`src/rtl/timer_mmss_updown_pkg.sv`:
```
// timer_pkg: shared types and constants for the MM:SS up/down timer.
//   state_t      controller states IDLE / RUN / PAUSE / DONE (2-bit)
//   SEG_TABLE    BCD digit 0..9 to active-low 7-segment code, dp off
//   SEG_BLANK    all segments off
//   clamp_bcd    forces a raw two-digit BCD value into a legal range
package timer_pkg;

  typedef enum logic [1:0] {
    IDLE  = 2'd0,
    RUN   = 2'd1,
    PAUSE = 2'd2,
    DONE  = 2'd3
  } state_t;

  localparam logic [7:0] SEG_BLANK = 8'hFF;

  // Entry [n] is the pattern for digit n; bit 7 (dp) is kept off here.
  localparam logic [9:0][7:0] SEG_TABLE = {
    8'h90, 8'h80, 8'hF8, 8'h82, 8'h92,
    8'h99, 8'hB0, 8'hA4, 8'hF9, 8'hC0
  };

  function automatic logic [7:0] seg_decode(input logic [3:0] digit);
    if (digit > 4'd9) return SEG_BLANK;
    return SEG_TABLE[digit];
  endfunction

  // Digits above 9 become 9, the tens digit is capped at tens_max, and
  // the whole value is then capped at max_bcd (valid BCD compares
  // correctly as a plain binary number).
  function automatic logic [7:0] clamp_bcd(input logic [7:0] v,
                                           input logic [3:0] tens_max,
                                           input logic [7:0] max_bcd);
    logic [3:0] t;
    logic [3:0] u;
    t = (v[7:4] > tens_max) ? tens_max : v[7:4];
    u = (v[3:0] > 4'd9) ? 4'd9 : v[3:0];
    if ({t, u} > max_bcd) return max_bcd;
    return {t, u};
  endfunction

endpackage

```
`src/rtl/timer_mmss_updown_bcd_mod_counter.sv`:
```
// bcd_mod_counter: two-digit BCD counter wrapping at MODULUS.
//   clock, reset      system clock, async active-high reset
//   inc, dec          step up / down by one (inc has priority)
//   load, load_value  synchronous load, overrides inc/dec
//   value             registered count
//   next_value        value the register takes at the next edge
//   carry, borrow     high while an inc wraps MAX->0 / a dec wraps 0->MAX
module bcd_mod_counter #(
  parameter int MODULUS = 60
) (
  input  logic       clock,
  input  logic       reset,
  input  logic       inc,
  input  logic       dec,
  input  logic       load,
  input  logic [7:0] load_value,
  output logic [7:0] value,
  output logic [7:0] next_value,
  output logic       carry,
  output logic       borrow
);

  localparam logic [7:0] MAX_BCD = {4'((MODULUS - 1) / 10), 4'((MODULUS - 1) % 10)};

  always_comb begin
    next_value = value;
    carry      = 1'b0;
    borrow     = 1'b0;
    if (load) begin
      next_value = load_value;
    end else if (inc) begin
      if (value == MAX_BCD) begin
        next_value = 8'h00;
        carry      = 1'b1;
      end else if (value[3:0] == 4'd9) begin
        next_value = {value[7:4] + 4'd1, 4'd0};
      end else begin
        next_value = {value[7:4], value[3:0] + 4'd1};
      end
    end else if (dec) begin
      if (value == 8'h00) begin
        next_value = MAX_BCD;
        borrow     = 1'b1;
      end else if (value[3:0] == 4'd0) begin
        next_value = {value[7:4] - 4'd1, 4'd9};
      end else begin
        next_value = {value[7:4], value[3:0] - 4'd1};
      end
    end
  end

  always_ff @(posedge clock or posedge reset) begin
    if (reset) value <= 8'h00;
    else       value <= next_value;
  end

endmodule

```
`src/rtl/timer_mmss_updown.sv`:
```
// timer_mmss_updown: MM:SS BCD timer counting down from a loaded value or
// up toward a loaded target, with a 4-digit multiplexed 7-segment display.
//   clock, reset        system clock, async active-high reset
//   btn_ss, btn_load    raw start/stop and load buttons
//   mode                0 = down, 1 = up; captured on load
//   min_in, sec_in      BCD load value
//   min_bcd, sec_bcd    current count
//   running, done       high in RUN / DONE
//   an, seg             active-low digit enables and segments (seg[7] = dp)
// Optional: define TIMER_BLINK_EN to blank the display for the second half
// of every second while in PAUSE or DONE.
module timer_mmss_updown
  import timer_pkg::*;
#(
  parameter int CLK_FREQ_HZ = 50_000_000,
  parameter int SCAN_DIV    = 50_000,
  parameter int MAX_MIN     = 99
) (
  input  logic       clock,
  input  logic       reset,
  input  logic       btn_ss,
  input  logic       btn_load,
  input  logic       mode,
  input  logic [7:0] min_in,
  input  logic [7:0] sec_in,
  output logic [7:0] min_bcd,
  output logic [7:0] sec_bcd,
  output logic       running,
  output logic       done,
  output logic [3:0] an,
  output logic [7:0] seg
);

  localparam int PRESC_W = (CLK_FREQ_HZ > 1) ? $clog2(CLK_FREQ_HZ) : 1;
  localparam int SCAN_W  = (SCAN_DIV > 1) ? $clog2(SCAN_DIV) : 1;
  localparam logic [PRESC_W-1:0] PRESC_MAX = PRESC_W'(CLK_FREQ_HZ - 1);
  localparam logic [SCAN_W-1:0]  SCAN_MAX  = SCAN_W'(SCAN_DIV - 1);
  localparam logic [7:0] MAX_MIN_BCD = {4'(MAX_MIN / 10), 4'(MAX_MIN % 10)};

  state_t state_q, state_d;
  logic [1:0] ss_sync, load_sync;
  logic ss_prev, load_prev, ss_pulse, load_pulse;
  logic mode_q;
  logic [7:0] target_min, target_sec, clamp_min, clamp_sec;
  logic [7:0] end_min, end_sec, min_next, sec_next, load_min, load_sec;
  logic load_ok, reload_done, cnt_load, tick, at_end, tick_end;
  logic sec_carry, sec_borrow, min_carry, min_borrow;
  logic [PRESC_W-1:0] presc_q;
  logic [SCAN_W-1:0]  scan_cnt;
  logic [1:0] scan_idx;
  logic [3:0] digit;
  logic blink_off;

  // Button conditioning: the edge pulse is seen on the second edge and
  // acted on at the third edge after the raw rise.
  always_ff @(posedge clock or posedge reset) begin
    if (reset) begin
      ss_sync   <= 2'b00;
      load_sync <= 2'b00;
      ss_prev   <= 1'b0;
      load_prev <= 1'b0;
    end else begin
      ss_sync   <= {ss_sync[0], btn_ss};
      load_sync <= {load_sync[0], btn_load};
      ss_prev   <= ss_sync[1];
      load_prev <= load_sync[1];
    end
  end

  assign ss_pulse   = ss_sync[1] & ~ss_prev;
  assign load_pulse = load_sync[1] & ~load_prev;

  assign clamp_min = clamp_bcd(min_in, 4'd9, MAX_MIN_BCD);
  assign clamp_sec = clamp_bcd(sec_in, 4'd5, 8'h59);

  // A load outside RUN always wins; start/stop from DONE reloads the
  // count from the stored target and mode.
  assign load_ok     = load_pulse && (state_q != RUN);
  assign reload_done = !load_ok && ss_pulse && (state_q == DONE);
  assign cnt_load    = load_ok || reload_done;
  assign load_min    = load_ok ? (mode ? 8'h00 : clamp_min) : (mode_q ? 8'h00 : target_min);
  assign load_sec    = load_ok ? (mode ? 8'h00 : clamp_sec) : (mode_q ? 8'h00 : target_sec);

  assign tick     = (state_q == RUN) && (presc_q == PRESC_MAX);
  assign end_min  = mode_q ? target_min : 8'h00;
  assign end_sec  = mode_q ? target_sec : 8'h00;
  assign at_end   = ({min_bcd, sec_bcd} == {end_min, end_sec});
  assign tick_end = ({min_next, sec_next} == {end_min, end_sec});

  bcd_mod_counter #(.MODULUS(60)) u_sec (
    .clock(clock), .reset(reset),
    .inc(tick & mode_q), .dec(tick & ~mode_q),
    .load(cnt_load), .load_value(load_sec),
    .value(sec_bcd), .next_value(sec_next),
    .carry(sec_carry), .borrow(sec_borrow)
  );

  bcd_mod_counter #(.MODULUS(MAX_MIN + 1)) u_min (
    .clock(clock), .reset(reset),
    .inc(sec_carry), .dec(sec_borrow),
    .load(cnt_load), .load_value(load_min),
    .value(min_bcd), .next_value(min_next),
    .carry(min_carry), .borrow(min_borrow)
  );

  always_ff @(posedge clock or posedge reset) begin
    if (reset) begin
      state_q    <= IDLE;
      mode_q     <= 1'b0;
      target_min <= 8'h00;
      target_sec <= 8'h00;
    end else begin
      state_q <= state_d;
      if (load_ok) begin
        mode_q     <= mode;
        target_min <= clamp_min;
        target_sec <= clamp_sec;
      end
    end
  end

  // A minutes wrap can only follow an out-of-range count; it is treated
  // as reaching the end so the display never rolls through.
  always_comb begin
    state_d = state_q;
    if (load_ok) begin
      state_d = IDLE;
    end else begin
      case (state_q)
        IDLE:    if (ss_pulse && !at_end) state_d = RUN;
        RUN: begin
          if (tick && (tick_end || min_carry || min_borrow)) state_d = DONE;
          else if (ss_pulse)                                  state_d = PAUSE;
        end
        PAUSE:   if (ss_pulse) state_d = RUN;
        DONE:    if (ss_pulse) state_d = IDLE;
        default: state_d = IDLE;
      endcase
    end
  end

  // Cleared on RUN entry so the first change lands CLK_FREQ_HZ cycles later.
  always_ff @(posedge clock or posedge reset) begin
    if (reset)                                   presc_q <= '0;
    else if (state_d == RUN && state_q != RUN)   presc_q <= '0;
    else if (state_q == RUN)                     presc_q <= tick ? '0 : presc_q + 1'b1;
  end

  assign running = (state_q == RUN);
  assign done    = (state_q == DONE);

  always_ff @(posedge clock or posedge reset) begin
    if (reset) begin
      scan_cnt <= '0;
      scan_idx <= 2'd0;
    end else if (scan_cnt == SCAN_MAX) begin
      scan_cnt <= '0;
      scan_idx <= scan_idx + 2'd1;
    end else begin
      scan_cnt <= scan_cnt + 1'b1;
    end
  end

`ifdef TIMER_BLINK_EN
  localparam logic [PRESC_W-1:0] BLINK_HALF = PRESC_W'(CLK_FREQ_HZ / 2);
  logic [PRESC_W-1:0] blink_cnt;

  always_ff @(posedge clock or posedge reset) begin
    if (reset)                      blink_cnt <= '0;
    else if (blink_cnt == PRESC_MAX) blink_cnt <= '0;
    else                            blink_cnt <= blink_cnt + 1'b1;
  end

  assign blink_off = ((state_q == PAUSE) || (state_q == DONE)) && (blink_cnt >= BLINK_HALF);
`else
  assign blink_off = 1'b0;
`endif

  always_comb begin
    digit = 4'd0;
    case (scan_idx)
      2'd0: digit = sec_bcd[3:0];
      2'd1: digit = sec_bcd[7:4];
      2'd2: digit = min_bcd[3:0];
      2'd3: digit = min_bcd[7:4];
      default: digit = 4'd0;
    endcase
  end

  // The decimal point separates minutes from seconds, so it sits on the
  // minutes-units digit; invalid codes stay fully blank.
  always_comb begin
    an  = ~(4'b0001 << scan_idx);
    seg = seg_decode(digit);
    if (scan_idx == 2'd2 && digit <= 4'd9) seg[7] = 1'b0;
    if (blink_off) seg = SEG_BLANK;
  end

endmodule
```
`config.mk`:
```
export PLATFORM = sky130hd
export DESIGN_NAME = timer_mmss_updown
export DESIGN_NICKNAME = d
export VERILOG_FILES = /design/src/rtl/timer_mmss_updown_pkg.sv /design/src/rtl/timer_mmss_updown_bcd_mod_counter.sv /design/src/rtl/timer_mmss_updown.sv
export SDC_FILE = /design/constraint.sdc
export NUM_CORES = 1
export LEC_CHECK = 0
export CORE_MARGIN = 3
export CORE_UTILIZATION = 57
export DETAILED_ROUTE_END_ITERATION = 6
export PLACE_DENSITY = 0.81
export SYNTH_ARGS = -nofsm -noshare
export SYNTH_HDL_FRONTEND = slang
export SYNTH_SLANG_ARGS = --single-unit
export TNS_END_PERCENT = 100
```
`constraint.sdc`:
```
create_clock -name clock -period 4.2 [get_ports clock]
set_input_delay 1.05 -clock clock [delete_from_list [all_inputs] [get_ports clock]]
set_output_delay 1.05 -clock clock [all_outputs]
set_load 0.005 [all_outputs]
```
==> results.txt, run 1 <==
Achievable frequency: 248 MHz
Sequential area share after synthesis: 32.6%
Vias: 6663
Final setup skew: 9.88 ps
Post-synth EDFFs: 0
Fin crit share: 96.0%
Number of global-route vias before repair: 6465
Fraction of layout cells with a size suffix above 1: 8.88%
Synth top area share: 32.6%
Post-DP HPWL: 15.3 mm
Cells after DPL: 968
Setup TNS: 0 ps
DIE AREA: 12800 um2
DRT iter0 DRCs: 709
Register-to-Register Path Depth: 11
Syn nets: 853
DIE WIDTH: 113 um
Final Max Tran Viols: 0
Leakage: 3.10 nW
Crit path kind: flip-flop to output port
Largest cells by area after synthesis: dfrtp_1 33%, o21ai_0 7.0%, nand2_1 5.4%, ha_1 4.8%, nor2_1 3.3%
Post-Syn Instances: 807
Cell Rows: 38
Post-route ant nets: 0
Final setup vio count: 0
Slew margin rel.: 36.3%
WHS Endpoint: load_sync[1]
H-tree lvl count: 3
VDD IR-drop max: 0.000376 V
Async set or reset register ratio after synthesis: 100%
Worst R2R End: state_q[0]
Initial antenna violation count: 0
Core Util, Final: 68.1%
Gr ovfl total: 0
Clock transition at the registers of the reported paths: 70 ps
Fillers: 898
Root Driver: clkbuf_16
Clock sinks: 85
Tmin final: 4030 ps
Gr usage total: 33.3%
Antenna cells: 0
CTS buffer count: 9
Initial Util: 59.2%
Crit path capture type: output port
Status: finished, final reports clean
CTS tree: done
Final hold violation count: 0
Final Total Pwr: 4.59 mW
Unique masters post-synth: 78
Setup WS pre-CTS: 357 ps
RR Startpoint: u_sec.value[1]
Hold Path Stages: 0
Main flop type after synthesis: dfrtp_1
Crit-path max FO: 5
Area growth from synthesis to layout: 15.1%
Buffers on Ports: 50
Floorplan core area: 11000 um2
Startpoint type of the worst setup path: flip-flop
First-pass detailed-route iteration total: 6
Worst-path cell chain: inv_1 > ha_1 > a222oi_1 > mux2i_2 > inv_2 > ha_2 > nor2_1 > o21ai_1 > nand2_1 > a21o_1 > clkdlybuf4s50_1
Final net count: 886
Slowest cell on crit path: clkdlybuf4s50_1
DRC violations left: 0
Data arrival, critical path: 2980 ps
PwrDens: 611 nW/um2
Die height: 113 um
Largest net degree at the start of global routing: 58
Synth area leader: dfrtp_1
WL final: 21.2 mm
Hold_ws: 345 ps
GPL Wtd Cong: 0.967
Total of max-cap violations: 0
Design area: 7520 um2
I/O Pins: 51
Hold path startpoint: load_sync[0]
Wire per inst: 21.5 um
Crit path from: scan_idx[1]
Syn Std Cell Area: 6530 um2
WP data required: 3150 ps
Crit-path max cell delay: 440 ps
RSZ-0062 raised after global routing: false
Post-route non-filler standard cell count: 985
Placed instance area: 7190 um2
First-pass GRT wire length: 33.9 mm
Hold crit path type: flip-flop to flip-flop
Worst Max-Slew Pin Slew: 954 ps
Number of synthesized register bits: 85
Max clock buf depth: 2
Post-Syn Area per Cell: 8.09 um2
Hold_buf cts: 0
Final worst slack: 169 ps
Worst-skew pair later-pin latency: 350 ps
Reg2reg setup slack: 570 ps
Yosys warns: 0
Drt via density: 6.76
## layer usage
layer | vias to the layer above | routed length (um) | track usage, %
met4 | 0 | 982 | 15.9
li1 | 3049 | - | -
met3 | 76 | 1800 | 7.38
met2 | 339 | 9970 | 53.9
met1 | 3199 | 8420 | 42.5
met5 | - | 0 | 0
## logic make-up after synthesis
group | share of synthesized area (%)
flip-flops | 32.6
multiplexers | 2.49
AO/OA/AOI/OAI | 24.6
buffers and inverters | 5.21
XOR/XNOR | 4.29
AND/OR/NAND/NOR | 26.1
adder cells (fa/ha/maj) | 4.79
## cell type report
cell class / count / area (um2) / area share (%)
clock inverter: 7 / 68.8 / 0.916
tap: 140 / 175 / 2.33
sequential: 85 / 2130 / 28.3
clock buffer: 9 / 225 / 3.00
inverter: 26 / 98.8 / 1.32
timing repair buffer: 80 / 738 / 9.82
multi-input combinational: 638 / 4080 / 54.3
## cells in the final DEF, fill, tap and decap left out, types with 15 or more instances in the layout
cell,netlist,routed
nand2b_1,15,15
ha_1,25,22
inv_1,25,23
a21oi_1,29,29
clkdlybuf4s50_1,0,50
nand2_1,94,94
buf_4,0,29
xor2_1,22,22
nor2_1,58,58
dfrtp_1,85,85
a31oi_1,22,22
nand3_1,28,28
nand3b_1,16,16
o21ai_0,91,90
and3_1,16,16
## worst max-delay path by stage
| stage | slack, ps | to |
|---|---|---|
| 2_1_floorplan | 960 | load_prev |
| 3_3_place_gp | 520 | seg[4] |
| 3_5_place_dp | 360 | seg[4] |
| 4_1_cts | 7 | seg[4] |
| 5_1_grt | 40 | seg[3] |
| 6_report | 170 | seg[3] |
## critical path: cells and delay by family, from the launching register on
family,cells,cell delay (ps)
compound gates,3,720
buf+inv,3,670
fa+ha+maj,2,480
flops,1,380
mux,1,190
simple gates,2,170
## synth_stat cells (3+ instances only)
master and count:
nor4_1 10, a31oi_1 22, o211ai_1 4, o22ai_1 13, xnor2_1 10, o2111ai_1 7
mux2i_1 8, o21bai_1 3, or3b_1 3, buf_2 14, dfrtp_1 85, clkbuf_1 40
o31ai_1 8, a211oi_1 12, buf_1 3, nand3_1 28, a221oi_1 5, a311oi_1 4
nor2b_1 8, nand2b_1 15, and3b_1 4, a222oi_1 3, nand3b_1 16, a21o_1 5
nor4b_1 5, o21ai_0 91, a32oi_1 7, inv_1 25, nor3_1 9, a21oi_1 29
and2_1 13, and4_1 3, nand2_1 94, a22oi_1 10, or4_1 4, mux2_2 6
nand4_1 13, ha_1 25, xor2_1 22, nor2_1 58, and3_1 16
## flip-flops by register name, summed over array words and instances, names as in the netlist, 2 cells and up
name	flops
scan_idx	2
state_q	2
presc_q	26
load_sync	2
scan_cnt	16
u_min.value	8
u_sec.value	8
target_min	8
ss_sync	2
target_sec	8
## where the power goes
group	switching [mW]	internal, mW
Combinational	1.38	1.03
Sequential	0.409	0.976
Clock	0.374	0.421
## repair_timing
action,4_1_cts,5_1_grt
setup buffers,0,1
gates resized for setup,1,7
endpoints found under the setup margin,1,5
Note: power is estimated with default switching activity, not from simulation.
==> inputs of run 2 (changes only) <==
CAP_MARGIN = 25   (was not set)
==> results.txt, run 2 (synthesis gave the netlist of run 1 again) <==
Status: finished, final reports clean
Die height: 113 um
Post-DP HPWL: 15.3 mm
Hold_ws: 345 ps
Tmin final: 4010 ps
PwrDens: 610 nW/um2
Max clock buf depth: 2
Biggest register: presc_q
Final Max Tran Viols: 0
Number of global-route vias before repair: 6465
Initial antenna violation count: 0
H-tree lvl count: 3
Post-route non-filler standard cell count: 986
CTS buffer count: 9
Fraction of layout cells with a size suffix above 1: 8.98%
Crit path from: scan_idx[1]
Cell Rows: 38
Area growth from synthesis to layout: 15.6%
RR Startpoint: u_sec.value[1]
Buffers on Ports: 50
Clock transition at the registers of the reported paths: 70 ps
First-pass detailed-route iteration total: 5
DRC violations left: 0
Max reg flops: 26
Final setup skew: 8.85 ps
Cells after DPL: 968
Startpoint type of the worst setup path: flip-flop
Worst Max-Slew Pin Slew: 878 ps
Worst-skew pair later-pin latency: 350 ps
Gr ovfl total: 0
I/O Pins: 51
Total of max-cap violations: 0
DIE AREA: 12800 um2
CTS tree: done
Top flop regs: presc_q (26), scan_cnt (16)
Achievable frequency: 249 MHz
Floorplan core area: 11000 um2
Crit-path max FO: 5
Data arrival, critical path: 2960 ps
Leakage: 3.11 nW
Final hold violation count: 0
Post-route ant nets: 0
Clock sinks: 85
Drt via density: 6.77
WL final: 21.3 mm
RSZ-0062 raised after global routing: false
Initial Util: 59.2%
WP data required: 3150 ps
Root Driver: clkbuf_16
Setup TNS: 0 ps
VDD IR-drop max: 0.000375 V
Crit path kind: flip-flop to output port
Hold crit path type: flip-flop to flip-flop
Design area: 7540 um2
Crit-path max cell delay: 440 ps
Hold path startpoint: load_sync[0]
Worst-path cell chain: inv_1 > ha_1 > a222oi_1 > mux2i_2 > inv_2 > ha_2 > nor2_1 > o21ai_1 > nand2_1 > a21o_1 > clkdlybuf4s50_1
Wire per inst: 21.6 um
Slowest cell on crit path: clkdlybuf4s50_1
Gr usage total: 33.3%
Hold_buf cts: 0
Vias: 6680
Antenna cells: 0
Slew margin rel.: 41.4%
DRT iter0 DRCs: 742
Final setup vio count: 0
Crit path capture type: output port
DIE WIDTH: 113 um
Most common cell after layout, fill and taps aside: nand2_1
GPL Wtd Cong: 0.967
First-pass GRT wire length: 33.9 mm
Fin crit share: 95.5%
Largest net degree at the start of global routing: 58
Final net count: 887
Placed instance area: 7190 um2
Most frequent cells in the layout: 94 x nand2_1, 90 x o21ai_0, 85 x dfrtp_1
[run 2: cell count changes in the layout (fill, tap and decap cells not counted)]
cell	before	now
buf_16	0	1
[run 2: layer usage]
layer	routed length [um]	GRT usage, %
met5	0	0
met4	1000	15.9
met3	1810	7.38
met2	10100	53.9
met1	8390	42.5
[run 2: where the power goes]
group,internal (mW),switching (mW),leakage [nW]
logic,1.03,1.39,1.87
registers,0.976,0.409,1.09
clock network,0.421,0.373,0.147
[run 2: critical path, delay by kind of cell (launching register included)]
kind | cells | cell delay, ps
DFF | 1 | 390
AOI/OAI and AO/OA | 3 | 700
adders and majority gates | 2 | 480
buffers and inverters | 3 | 670
and+or+nand+nor | 2 | 170
muxes | 1 | 190
[run 2: area by class of cell]
cell class | instances | area (um2)
Fill cell | 888 | 3490
Sequential cell | 85 | 2130
Inverter | 26 | 98.8
Clock inverter | 7 | 68.8
Timing Repair Buffer | 81 | 766
Clock buffer | 9 | 225
Tap cell | 140 | 175
Multi-Input combinational cell | 638 | 4080
[run 2: worst paths after layout]
| check | cells after the start | to | slack, ps |
|---|---|---|---|
| worst max-delay path | 11 | seg[3] | 190 |
| worst min-delay path | 0 | load_sync[1] | 350 |
| worst max register to register | 11 | state_q[0] | 550 |
| worst min register to register | 0 | load_sync[1] | 350 |
| max in group asynchronous | 4 | u_min.value[4] | 2580 |
| min in group asynchronous | 2 | scan_cnt[1] | 880 |
[run 2: through the flow]
| stage | utilization (%) | worst slack, ps | power [mW] |
|---|---|---|---|
| finish | 68.4 | 188 | 4.60 |
| global placement | 65.2 | 515 | 3.64 |
| detailed placement | 65.2 | 357 | 3.70 |
| floorplan | - | 957 | 2.82 |
| CTS | 67.9 | 6.98 | 4.51 |
| global route | 68.4 | 37.5 | 4.88 |
[run 2: timing repair]
item,CTS,global route
pin swaps,0,0
resized for setup,1,7
endpoints found under the setup margin,1,5
buffers inserted,0,1
